==> config.mk <==
export PLATFORM = sky130hd
export DESIGN_NAME = uart_bus_bridge
export DESIGN_NICKNAME = d
export VERILOG_FILES = /design/src/rtl/uart_bus_bridge.sv
export SDC_FILE = /design/constraint.sdc
export NUM_CORES = 1
export LEC_CHECK = 0
export BUFFER_PORTS_ARGS = -buffer_cell sky130_fd_sc_hd__buf_4
export CAP_MARGIN = 30
export CORE_MARGIN = 2
export CORE_UTILIZATION = 38
export DETAILED_ROUTE_END_ITERATION = 8
export PLACE_DENSITY_LB_ADDON = 0.08
export SLEW_MARGIN = 10
export SYNTH_ARGS = -nofsm -noshare
export SYNTH_HDL_FRONTEND = slang
export SYNTH_SLANG_ARGS = --single-unit
==> constraint.sdc <==
create_clock -name clk_i -period 1.4 [get_ports clk_i]
set_clock_uncertainty 0.2 [all_clocks]
set_input_delay 0.14 -clock clk_i [delete_from_list [all_inputs] [get_ports clk_i]]
set_output_delay 0.14 -clock clk_i [all_outputs]
set_load 0.03 [all_outputs]
==> src/rtl/uart_bus_bridge.sv <==
// -----------------------------------------------------------------------------
// uart_bus_bridge
//
// Connects a simple req/gnt register bus to a UART core's FIFO interface.
// Each transaction takes three cycles: grant (IDLE), access (ACCESS) and
// response (RESP). The bridge also exposes STATUS/IE/PENDING registers and
// produces a level interrupt from latched UART events.
//
// Register map (word offsets):
//   0 DATA    : write pushes wdata[7:0] to TX FIFO, read pops RX FIFO head
//   1 STATUS  : RO {28'h0, tx_overrun, rx_pending, tx_full, rx_avail}
//   2 IE      : RW bits[1:0] = {tx_space_ie, rx_ie}
//   3 PENDING : bit0 rx became non-empty, bit1 tx FIFO left full (W1C);
//               writing bit2 clears the sticky tx_overrun flag
//
// Ports:
//   clk_i, rst_ni        clock, asynchronous active-low reset
//   req_i/we_i/addr_i/wdata_i   bus request, held by requester until gnt_o
//   gnt_o                request accepted (combinational, IDLE only)
//   rvalid_o/rdata_o     one-cycle response; rdata_o is 0 outside rvalid_o
//   uart_we_o/uart_tx_wdata_o   TX FIFO push strobe and byte
//   uart_re_o/uart_rx_rdata_i   RX FIFO pop strobe and head byte (FWFT)
//   uart_irq_i           {tx_fifo_full, rx_fifo_nonempty}
//   irq_o                registered level interrupt
// -----------------------------------------------------------------------------
module uart_bus_bridge #(
  parameter logic [31:0] EMPTY_RDATA = 32'h0000_0000
) (
  input  logic        clk_i,
  input  logic        rst_ni,
  input  logic        req_i,
  input  logic        we_i,
  input  logic [1:0]  addr_i,
  input  logic [31:0] wdata_i,
  output logic        gnt_o,
  output logic        rvalid_o,
  output logic [31:0] rdata_o,
  output logic        uart_we_o,
  output logic        uart_re_o,
  output logic [7:0]  uart_tx_wdata_o,
  input  logic [7:0]  uart_rx_rdata_i,
  input  logic [1:0]  uart_irq_i,
  output logic        irq_o
);

  typedef enum logic [1:0] {
    IDLE   = 2'd0,
    ACCESS = 2'd1,
    RESP   = 2'd2
  } state_e;

  typedef enum logic [1:0] {
    REG_DATA    = 2'd0,
    REG_STATUS  = 2'd1,
    REG_IE      = 2'd2,
    REG_PENDING = 2'd3
  } reg_e;

  state_e      state_q;
  logic        we_q;
  reg_e        addr_q;
  logic [7:0]  wdata_q;     // only the byte and the low control bits are ever used
  logic        wr_ctl2_q;   // wdata bit2, kept separately for the overrun clear
  logic        rvalid_q;
  logic [31:0] rdata_q;

  logic [1:0]  ie_q;
  logic [1:0]  pend_q;
  logic [1:0]  irq_prev_q;
  logic        tx_overrun_q;
  logic        irq_q;

  logic        in_access;
  logic        data_hit;
  logic        wr_ie;
  logic        wr_pend;
  logic        ovr_set;
  logic [1:0]  irq_evt;
  logic [1:0]  pend_clr;
  logic [31:0] rd_mux;

  // Upper write-data bits have no register behind them.
  logic unused_wdata;
  assign unused_wdata = ^wdata_i[31:8];

  // Grant is only possible from IDLE and never while reset is held, since the
  // state register already sits in IDLE during reset.
  assign gnt_o = rst_ni & req_i & (state_q == IDLE);

  assign in_access = (state_q == ACCESS);
  assign data_hit  = in_access & (addr_q == REG_DATA);

  // FIFO strobes look at the live UART flags during ACCESS so that a FIFO
  // which fills or drains between grant and access is respected.
  assign uart_we_o = data_hit &  we_q & ~uart_irq_i[1];
  assign uart_re_o = data_hit & ~we_q &  uart_irq_i[0];
  assign ovr_set   = data_hit &  we_q &  uart_irq_i[1];

  assign wr_ie    = in_access & we_q & (addr_q == REG_IE);
  assign wr_pend  = in_access & we_q & (addr_q == REG_PENDING);
  assign pend_clr = wr_pend ? wdata_q[1:0] : 2'b00;

  // bit0: rx FIFO became non-empty; bit1: tx FIFO stopped being full.
  assign irq_evt = {irq_prev_q[1] & ~uart_irq_i[1],
                    uart_irq_i[0] & ~irq_prev_q[0]};

  assign uart_tx_wdata_o = wdata_q;
  assign rvalid_o        = rvalid_q;
  assign rdata_o         = rdata_q;
  assign irq_o           = irq_q;

  // NOTE: every signal assigned in always_comb gets a default first, so no
  // path leaves it unassigned and no latch is inferred.
  always_comb begin
    rd_mux = 32'h0;
    unique case (addr_q)
      REG_DATA:    rd_mux = uart_irq_i[0] ? {24'h0, uart_rx_rdata_i} : EMPTY_RDATA;
      REG_STATUS:  rd_mux = {28'h0, tx_overrun_q, pend_q[0], uart_irq_i[1], uart_irq_i[0]};
      REG_IE:      rd_mux = {30'h0, ie_q};
      REG_PENDING: rd_mux = {30'h0, pend_q};
    endcase
  end

  // NOTE: sequential state uses non-blocking assignments so all registers
  // update together from the values present before the clock edge.
  always_ff @(posedge clk_i or negedge rst_ni) begin
    if (!rst_ni) begin
      state_q   <= IDLE;
      we_q      <= 1'b0;
      addr_q    <= REG_DATA;
      wdata_q   <= 8'h00;
      wr_ctl2_q <= 1'b0;
      rvalid_q  <= 1'b0;
      rdata_q   <= 32'h0;
    end else begin
      unique case (state_q)
        IDLE: begin
          if (req_i) begin
            we_q      <= we_i;
            addr_q    <= reg_e'(addr_i);
            wdata_q   <= wdata_i[7:0];
            wr_ctl2_q <= wdata_i[2];
            state_q   <= ACCESS;
          end
        end
        ACCESS: begin
          state_q  <= RESP;
          rvalid_q <= 1'b1;
          rdata_q  <= we_q ? 32'h0 : rd_mux;
        end
        RESP: begin
          state_q  <= IDLE;
          rvalid_q <= 1'b0;
          rdata_q  <= 32'h0;
        end
        default: begin
          state_q  <= IDLE;
          rvalid_q <= 1'b0;
          rdata_q  <= 32'h0;
        end
      endcase
    end
  end

  // Interrupt bookkeeping. A set event in the same cycle as a W1C write wins.
  always_ff @(posedge clk_i or negedge rst_ni) begin
    if (!rst_ni) begin
      irq_prev_q   <= 2'b00;
      pend_q       <= 2'b00;
      ie_q         <= 2'b00;
      tx_overrun_q <= 1'b0;
      irq_q        <= 1'b0;
    end else begin
      irq_prev_q <= uart_irq_i;
      pend_q     <= (pend_q & ~pend_clr) | irq_evt;
      if (ovr_set) begin
        tx_overrun_q <= 1'b1;
      end else if (wr_pend && wr_ctl2_q) begin
        tx_overrun_q <= 1'b0;
      end
      if (wr_ie) begin
        ie_q <= wdata_q[1:0];
      end
      irq_q <= |(ie_q & pend_q);
    end
  end

endmodule

Yosys cells after proc, flatten, opt, wreduce, memory -nomap -nowiden

Cells that the tools add are included.

Register bits after elaboration: 55
Logic and storage cells: 53

Eq/ne operators: 5
Multiplexer cells: 10
Bitwise gates (word level): 20
Reductions and logical operators: 6

Operators by type and width:

| operator                                                              | count |
|---|---|
| 32-bit case mux with 4 select lines                                   | 1 |
| 32-bit case mux with 2 select lines                                   | 1 |
| 32-bit 2-to-1 mux                                                     | 1 |
| 1-bit bitwise AND                                                     | 13 |
| 8-bit 2-to-1 mux                                                      | 1 |
| 2-bit bitwise AND                                                     | 2 |
| 2-bit by 1-bit equality test with 1-bit output, second input constant | 2 |
| 2-bit equality test, second input constant                            | 2 |
| 2-bit zero test                                                       | 2 |
| 2-bit 2-to-1 mux                                                      | 2 |
| 2-bit case mux with 2 select lines                                    | 1 |
| 1-bit NOT                                                             | 3 |
| 1-bit 2-to-1 mux                                                      | 2 |
| 2-bit inequality test, second input constant                          | 1 |
| 2-bit NOT                                                             | 1 |
| 2-bit bitwise OR                                                      | 1 |
| 1-bit case mux with 2 select lines                                    | 1 |
| 2-bit AND reduction                                                   | 1 |
| 2-bit nonzero test                                                    | 1 |
| 2-bit OR reduction                                                    | 1 |
| 1-bit logical AND                                                     | 1 |

Longest topological paths before layout

Gate-level depths: netlist of run 1.

Depth after elaboration: 7
Gate-level depth with buffers: 5
Gate-level depth less buffers: 3

Worst setup path after synthesis of run 1

No wires, ideal clock.

Path kind: reg2reg
Start: register state_q[1]
End: register addr_q[0]
Setup time: 125 ps
Arrival time: 1246 ps
Required time: 1075 ps
Slack: -171 ps
Stages on the path, launching flop included: 5
Cell sequence: dfrtp_1 nor2_4 and2_4 buf_6 mux2_4

Longest elaborated chain between the ends: 2

Ends and longest elaborated chain:

| what                                 | RTL line | text |
|---|---|---|
| start, declared                      | 59       | `state_e state_q;` |
| start signal, assigned               | 128      | `state_q <= IDLE;` |
| start signal, assigned               | 143      | `state_q <= ACCESS;` |
| start signal, assigned               | 147      | `state_q <= RESP;` |
| 2-bit zero test                      | 136      | `unique case (state_q)` |
| 2-bit AND reduction (no source line) | n/a      |  |
| end signal, assigned                 | 140      | `addr_q <= reg_e'(addr_i);` |
| end, declared                        | 61       | `reg_e addr_q;` |

No other way between the ends.
A chain may end at the register's enable or synchronous reset.

Final worst setup path of run 1

Start: register state_q[1]
End: register ie_q[1]

Longest elaborated chain between the ends: 3

Ends and longest elaborated chain:

| what                                           | RTL line | text |
|---|---|---|
| 2-bit by 1-bit equality test with 1-bit output | 90       | `assign in_access = (state_q == ACCESS);` |
| 1-bit bitwise AND (2 in a row)                 | 99       | `assign wr_ie = in_access & we_q & (addr_q == REG_IE);` |
| end signal, assigned                           | 182      | `ie_q <= wdata_q[1:0];` |
| end, declared                                  | 67       | `logic [1:0] ie_q;` |

No other way between the ends.

==> run summary, run 1 <==
The run finished, with violations left. The final reports fail on setup timing. The fraction of post-synthesis cell area in the top cell type by area works out to 0.508. The max-slew violation count was 0. Including well taps, the total number of placed cells is 221. The run gives 3.29 mW as the post-layout total power.

For the total of endpoints with negative setup slack in the final report, the log shows 26. The tools report the overall die area as 4400 um^2. In the final layout, the multi-input gates occupy 707 um^2. At the worst endpoint, the required time is 1.37 ns.

The floorplan step set the die height to 66.4 um. Port buffering added 44 buffers. The total overflow reported by the global router was 0; the placement row count was 22. No sink is reached through more buffers than the 2 on the longest clock path.

TritonCTS built the clock tree. The final layout contains routed wiring with a total length of 3520 um. The maximum clock rate is 583 MHz, and the final net count is 260. The number of global-route vias before repair was 1219.

In the routed layout, each cell is associated on average with a via count of 4.52. During synthesis, Yosys emitted a total of 0 warnings. For the gate count after technology mapping, the log shows 121. After synthesis, the cell types taking the most area are dfrtp_1, buf_4, mux2_4. Broken down by cell family, the worst path's largest delay share belongs to simple AND/OR/NAND/NOR gates. The type of the worst setup path is reg -> reg.

Final instance count without filler cells: 260. The tightest min-delay check is of the in -> reg type. The total power per unit cell area is 1380 nW/um^2. The logs give 0.28 ns for the source-to-sink clock delay at the later pin of the worst-skew pair and 753 um^2 for the storage element area. After detailed routing, the average wire length per cell comes to 13.5 um.

The run gives 0 as the initial antenna violation count. The run gives 0.177 as the overall track demand over capacity in global routing. Summing every instance area after synthesis gives 1480 um^2. The number of iterations in the first detailed-routing pass was 4. The top cell types in the final layout, fill and taps aside, are buf_4, dfrtp_1, conb_1.

The fraction of the cycle the final worst path needs is 1.22. The H-tree generated during clock tree synthesis spans 2 levels. The leakage power came out at 1.19 nW. Entering global routing, the biggest net connects 31 pins.

After detailed placement, the total cell area comes to 1870 um^2. The clock net sink count was 30; the biggest cell delay along the critical path was 0.44 ns. The tool flagged a number of max-cap violations equal to 0.

For the final-report hold violation count, the log shows 0. Area added between synthesis and finish: 61.3%. The worst setup path is launched from a flop. The tools report the number of filler cells placed in the layout as 292.

The tools report the library cell used as clock root buffer as clkbuf_8. The run gives 3690 um^2 as the core area. Setup repair after global routing could not meet its margin everywhere.

Across the VDD grid, the largest voltage drop is 0.802 mV. The proportion of register bits with asynchronous set or reset after synthesis is 1.00. During I/O placement, the number of pins put on the boundary was 93.

The routed layout has 1174 vias. Final design instance area without fill: 2380 um^2. The die is 66.4 um wide. For this run, the leading register cell type out of synthesis is dfrtp_1.

In this run the worst path has a maximum fanout of 4. Standard cell with the maximum stage delay on the critical path: dfrtp_2. The register area share after synthesis was 0.508; the number of synthesized register bits was 30. Count of distinct cell types in the synthesized netlist: 30.

Post-layout minimum cycle time: 1.71 ns. In this run, CTS created clock tree buffers numbering 5. The tools report the final weighted congestion in routability-driven placement as 0.762.

For this block, the initial DRC count from the detailed router was 51. The first global-routing pass estimated 5630 um of wire. The clock input transition at the sequential cells of the worst setup and hold paths was 0.06 ns; the final HPWL from detailed placement was 2260 um.

The final standard cell utilization of the core came out at 0.646. The library cell used most frequently in the layout, excluding fill and tap cells, is buf_4. Once detail routing completed, the nets flagged for antenna violations numbered 0.

In the routed design, unresolved DRC markers number 0. The effective utilization at floorplan is 0.401, and the total buffers and inverters traversed by the critical path is 1. Traced cell by cell, the critical path runs through buf_6, nand4b_1, nor2_2, mux2_4. Final worst setup slack: -0.314 ns. The biggest area contributor in the post-synthesis netlist is dfrtp_1.

A synthesized cell averages 12.2 um^2. STA classifies the critical path endpoint as a flop. The critical path data arrival time was 1.68 ns; the final antenna diode count was 0. The number of synthesized flops with an enable pin is 0. The proportion of layout cells with a drive suffix above 1 is 0.514.
## metrics by stage
step	TNS (ns)	setup slack, ns	hold WS (ns)
after floorplan	-2.21	-0.164	-0.356
after global placement	-1.83	-0.159	-0.00736
after detailed placement	-2.17	-0.163	-0.0162
after CTS	-2.97	-0.340	0.0837
after global routing	-4.37	-0.355	0.132
final	-3.05	-0.314	0.0901
## cells by family (layout without fill, tap and decap cells)
kind of cell,after synthesis,count (layout),synth area share
and+or+nand+nor,25,26,0.108
other,1,24,0.00254
buffers and inverters,32,99,0.156
DFF,30,30,0.508
muxes,15,15,0.135
AOI/OAI and AO/OA,18,18,0.0906
## path summary, 6_finish.rpt
path | startpoint | endpoint | slack (ns) | cells past startpoint
max reg2reg | state_q[1] | ie_q[1] | -0.31 | 4
min | uart_rx_rdata_i[1] | rdata_o[1] | 0.09 | 4
min in group asynchronous | rst_ni | rdata_o[0] | 0.23 | 3
max | state_q[1] | ie_q[1] | -0.31 | 4
max in group asynchronous | rst_ni | state_q[1] | 0.47 | 3
min reg2reg | irq_prev_q[0] | pend_q[0] | 0.21 | 1
## sequential cells by signal (all words and copies together) (netlist names)
name and count:
rvalid_o 1, uart_tx_wdata_o 8, irq_prev_q 2, rdata_o 8
irq_o 1, state_q 2, we_q 1, tx_overrun_q 1
pend_q 2, addr_q 2, ie_q 2
## report_power, final
group	switching (mW)	leakage [nW]	internal, mW	total (mW)
logic	0.686	0.795	0.735	1.42
registers	0.160	0.361	1.07	1.23
clock network	0.302	0.0383	0.341	0.643
total	1.15	1.19	2.14	3.29
## timing repair
| item | CTS | global route |
|---|---|---|
| gates resized for setup | 19 | 19 |
| hold endpoints to repair | 52 | 0 |
| endpoints found under the setup margin | 23 | 27 |
| pin swaps | 7 | 10 |
| buffers inserted | 7 | 4 |
| hold buffers | 20 | 0 |
| gates cloned | 1 | 0 |
## Yosys cell counts (all sizes together) (2+ instances only)
cell     n
mux2    13
a221o    2
dfrtp   30
nor4b    2
nand2b   3
a22o     6
inv      3
nand2    4
buf     28
o21ai    5
mux2i    2
nor2     7
a21oi    4
## layout make-up
cell class	count	share of cell area
Multi-Input combinational cell	83	0.297
Inverter	3	0.00472
Tap cell	48	0.0252
Timing Repair Buffer	89	0.325
Clock buffer	7	0.0320
Sequential cell	30	0.316
## worst register-to-register path, delay by kind of cell, from the launching register on
| family | cells | cell delay, ns |
|---|---|---|
| AND/OR/NAND/NOR | 2 | 0.52 |
| multiplexers | 1 | 0.31 |
| buffers and inverters | 1 | 0.13 |
| flip-flops | 1 | 0.44 |
## per-layer routing
| metal | part of all wire | wire [um] | vias to the layer above | global-route usage |
|---|---|---|---|---|
| met2 | 0.48 | 1670 | 48 | 0.283 |
| met1 | 0.44 | 1540 | 562 | 0.213 |
| met5 | 0 | 0 | - | 0 |
| met4 | 0.031 | 110 | 0 | 0.110 |
| li1 | - | - | 553 | - |
| met3 | 0.056 | 198 | 11 | 0.0443 |
Note: power is estimated with default switching activity, not from simulation.
==> inputs of run 2 (changes only) <==
--- a/config.mk
+++ b/config.mk
@@ -15,3 +15,4 @@
 export SYNTH_ARGS = -nofsm -noshare
 export SYNTH_HDL_FRONTEND = slang
 export SYNTH_SLANG_ARGS = --single-unit
+export TNS_END_PERCENT = 20
==> run summary, run 2 (synthesis results as in run 1) <==
The run gives 2260 um^2 as the final design instance area without fill. The area added between synthesis and finish is 52.8%, and the post-layout minimum cycle time is 1.62 ns. At the end of routability-driven placement, the weighted congestion stood at 0.821.

The worst hold path belongs to the class in -> reg. The critical path launch point type was a flop. The library cell used as clock root buffer was clkbuf_8. Area after detailed placement: 1830 um^2. Setup repair after global routing could not meet its margin everywhere. In this run the worst path has a maximum fanout of 3.

The die covers 4400 um^2. The tools report the DRC violation count after routing as 0. The vertical die dimension was 66.4 um. After clock tree synthesis, the clock-pin slew on the worst setup and hold paths is 0.06 ns. The switching power share of the total was 0.349. The total of buffers placed on input and output ports is 44. For this design, the slowest cell found on the critical path is dfrtp_2. The run gives 633 um^2 as the multi-input logic area. TritonCTS built the clock tree. In the final design database the tool counted 255 nets.

The combinational cell fraction of total power came out at 0.413. The source-to-sink clock delay at the later pin of the worst-skew pair was 0.28 ns; the die width was 66.4 um. Entering global routing, the biggest net connects 31 pins.

The total I/O pin count is 93. The pre-antenna-repair detailed-routing pass consisted of 4 iterations. The final reports fail on setup timing. Registers take 754 um^2. The region available for standard cell placement spans 3690 um^2. For the total wire length after detailed routing, the log shows 3440 um.

The remaining antenna violation count came out at 0. The placement row count was 22. The worst setup path is captured at an output pin. For the maximum clock rate, the log shows 616 MHz.

The flop-to-flop setup slack was -0.20 ns; the number of instances on the worst hold path was 2. 0 antenna diodes ended up in the layout. For this design the static power due to leakage is 1.11 nW.

The total number of vias was 1149; the total of endpoints with negative setup slack in the final report was 27. For the worst flop-to-flop path, the logic depth is 4. The internal portion of the total power is 2.07 mW. The critical path is of the reg -> out type.

Final-report hold violation count: 0. At the worst endpoint, the arrival time is 1.28 ns. The peak supply drop was 0.768 mV; the H-tree depth reported by CTS was 2. The run finished, with violations left. The logs give 1138 for the number of global-route vias before repair and 0 for the count of maximum capacitance violations.

In this run, CTS created clock tree buffers numbering 5. Data on the critical path is required at its endpoint by 1.06 ns. The critical path goes through nor2b_4, and4b_4, buf_6. The post-detailed-route via-to-cell ratio is 4.49, and the max-slew violation count is 0.

The total overflow reported by the global router is 0, and the effective utilization at floorplan is 0.401. In this run the deepest clock path goes through 2 buffers. The share of power burned in registers came out at 0.385.

Proportion of layout cells with a drive suffix above 1: 0.500. The run gives 30 as the clock net sink count. Final HPWL from detailed placement: 2330 um. The filler cells instantiated in the layout total 316. The library cell used most frequently in the layout, excluding fill and tap cells, is buf_4. The first-pass GRT wire length is 5350 um. The analysis attributes to net switching a power of 1.11 mW. The overall track demand over capacity in global routing is 0.168, and the fraction of the cycle the final worst path needs is 1.16.

Once placement completed, the tool counted placed cells totaling 220. The largest single stage delay on the critical path is 0.45 ns. Excluding fillers, the count of instances in the completed layout stands at 256. For the initial antenna violation count, the log shows 0.

In the layout the commonest cells are buf_4, dfrtp_1, conb_1. The detailed router finished its first iteration with 62 violations. The total power per unit cell area works out to 1410 nW/um^2. The logs give 0.202 for the share of total power in the clock network and -0.222 ns for the final worst setup slack. After detailed routing, the average wire length per cell comes to 13.4 um.
-- run 2: cell count changes in the layout (fill, tap and decap cells not counted), sizes merged --
cell and delta:
clkbuf +1, and2 -1, buf -4
-- run 2: through the flow --
step                       util  setup slack (ns)  power, mW  hold slack (ns)  setup TNS (ns)
final                     0.612            -0.222       3.18           0.0663           -2.77
after global routing      0.612            -0.262       3.35           0.0654           -4.00
after CTS                 0.594            -0.226       3.14           0.0609           -3.01
after detailed placement  0.497            -0.191       2.36        -0.000870           -2.26
after global placement    0.497            -0.106       2.33          0.00670           -1.36
after floorplan               -            -0.164       1.97           -0.356           -2.30
-- run 2: final timing paths --
kind / start / endpoint
worst min-delay path: req_i / state_q[0]
worst max register to register: state_q[1] / ie_q[1]
worst max-delay path: state_q[1] / uart_re_o
min in group asynchronous: rst_ni / rdata_o[1]
max in group asynchronous: rst_ni / addr_q[1]
worst min register to register: irq_prev_q[0] / pend_q[0]
-- run 2: metal layers --
| metal | vias to the layer above | share of wire | track usage | routed length (um) |
|---|---|---|---|---|
| met1 | 550 | 0.43 | 0.201 | 1470 |
| met4 | 0 | 0.017 | 0.0714 | 59 |
| met3 | 6 | 0.069 | 0.0562 | 238 |
| li1 | 541 | - | - | - |
| met2 | 52 | 0.48 | 0.275 | 1660 |
| met5 | - | 0 | 0 | 0 |
-- run 2: what timing repair did --
action,4_1_cts,5_1_grt
gates resized for setup,15,12
hold buffers,20,0
hold endpoints to repair,52,0
pin swaps,7,5
setup endpoints to repair,27,27
buffers inserted,6,2
-- run 2: critical path, delay by kind of cell, from the launching register on --
family	cells	cell delay, ns
DFF	1	0.45
buffers and inverters	1	0.13
and+or+nand+nor	2	0.43
-- run 2: final cells by class --
type	instances	area share
multi-input combinational	82	0.280
tap	48	0.0266
timing repair buffer	85	0.318
clock buffer	8	0.0355
inverter	3	0.00499
sequential	30	0.334
-- run 2: power groups by stage --
| stage | clock network, mW | registers, mW | logic, mW |
|---|---|---|---|
| global route | 0.704 | 1.25 | 1.40 |
| finish | 0.642 | 1.23 | 1.31 |
| CTS | 0.670 | 1.22 | 1.25 |
| floorplan | 0 | 1.40 | 0.566 |
| detailed placement | 0 | 1.25 | 1.11 |
| global placement | 0 | 1.23 | 1.09 |
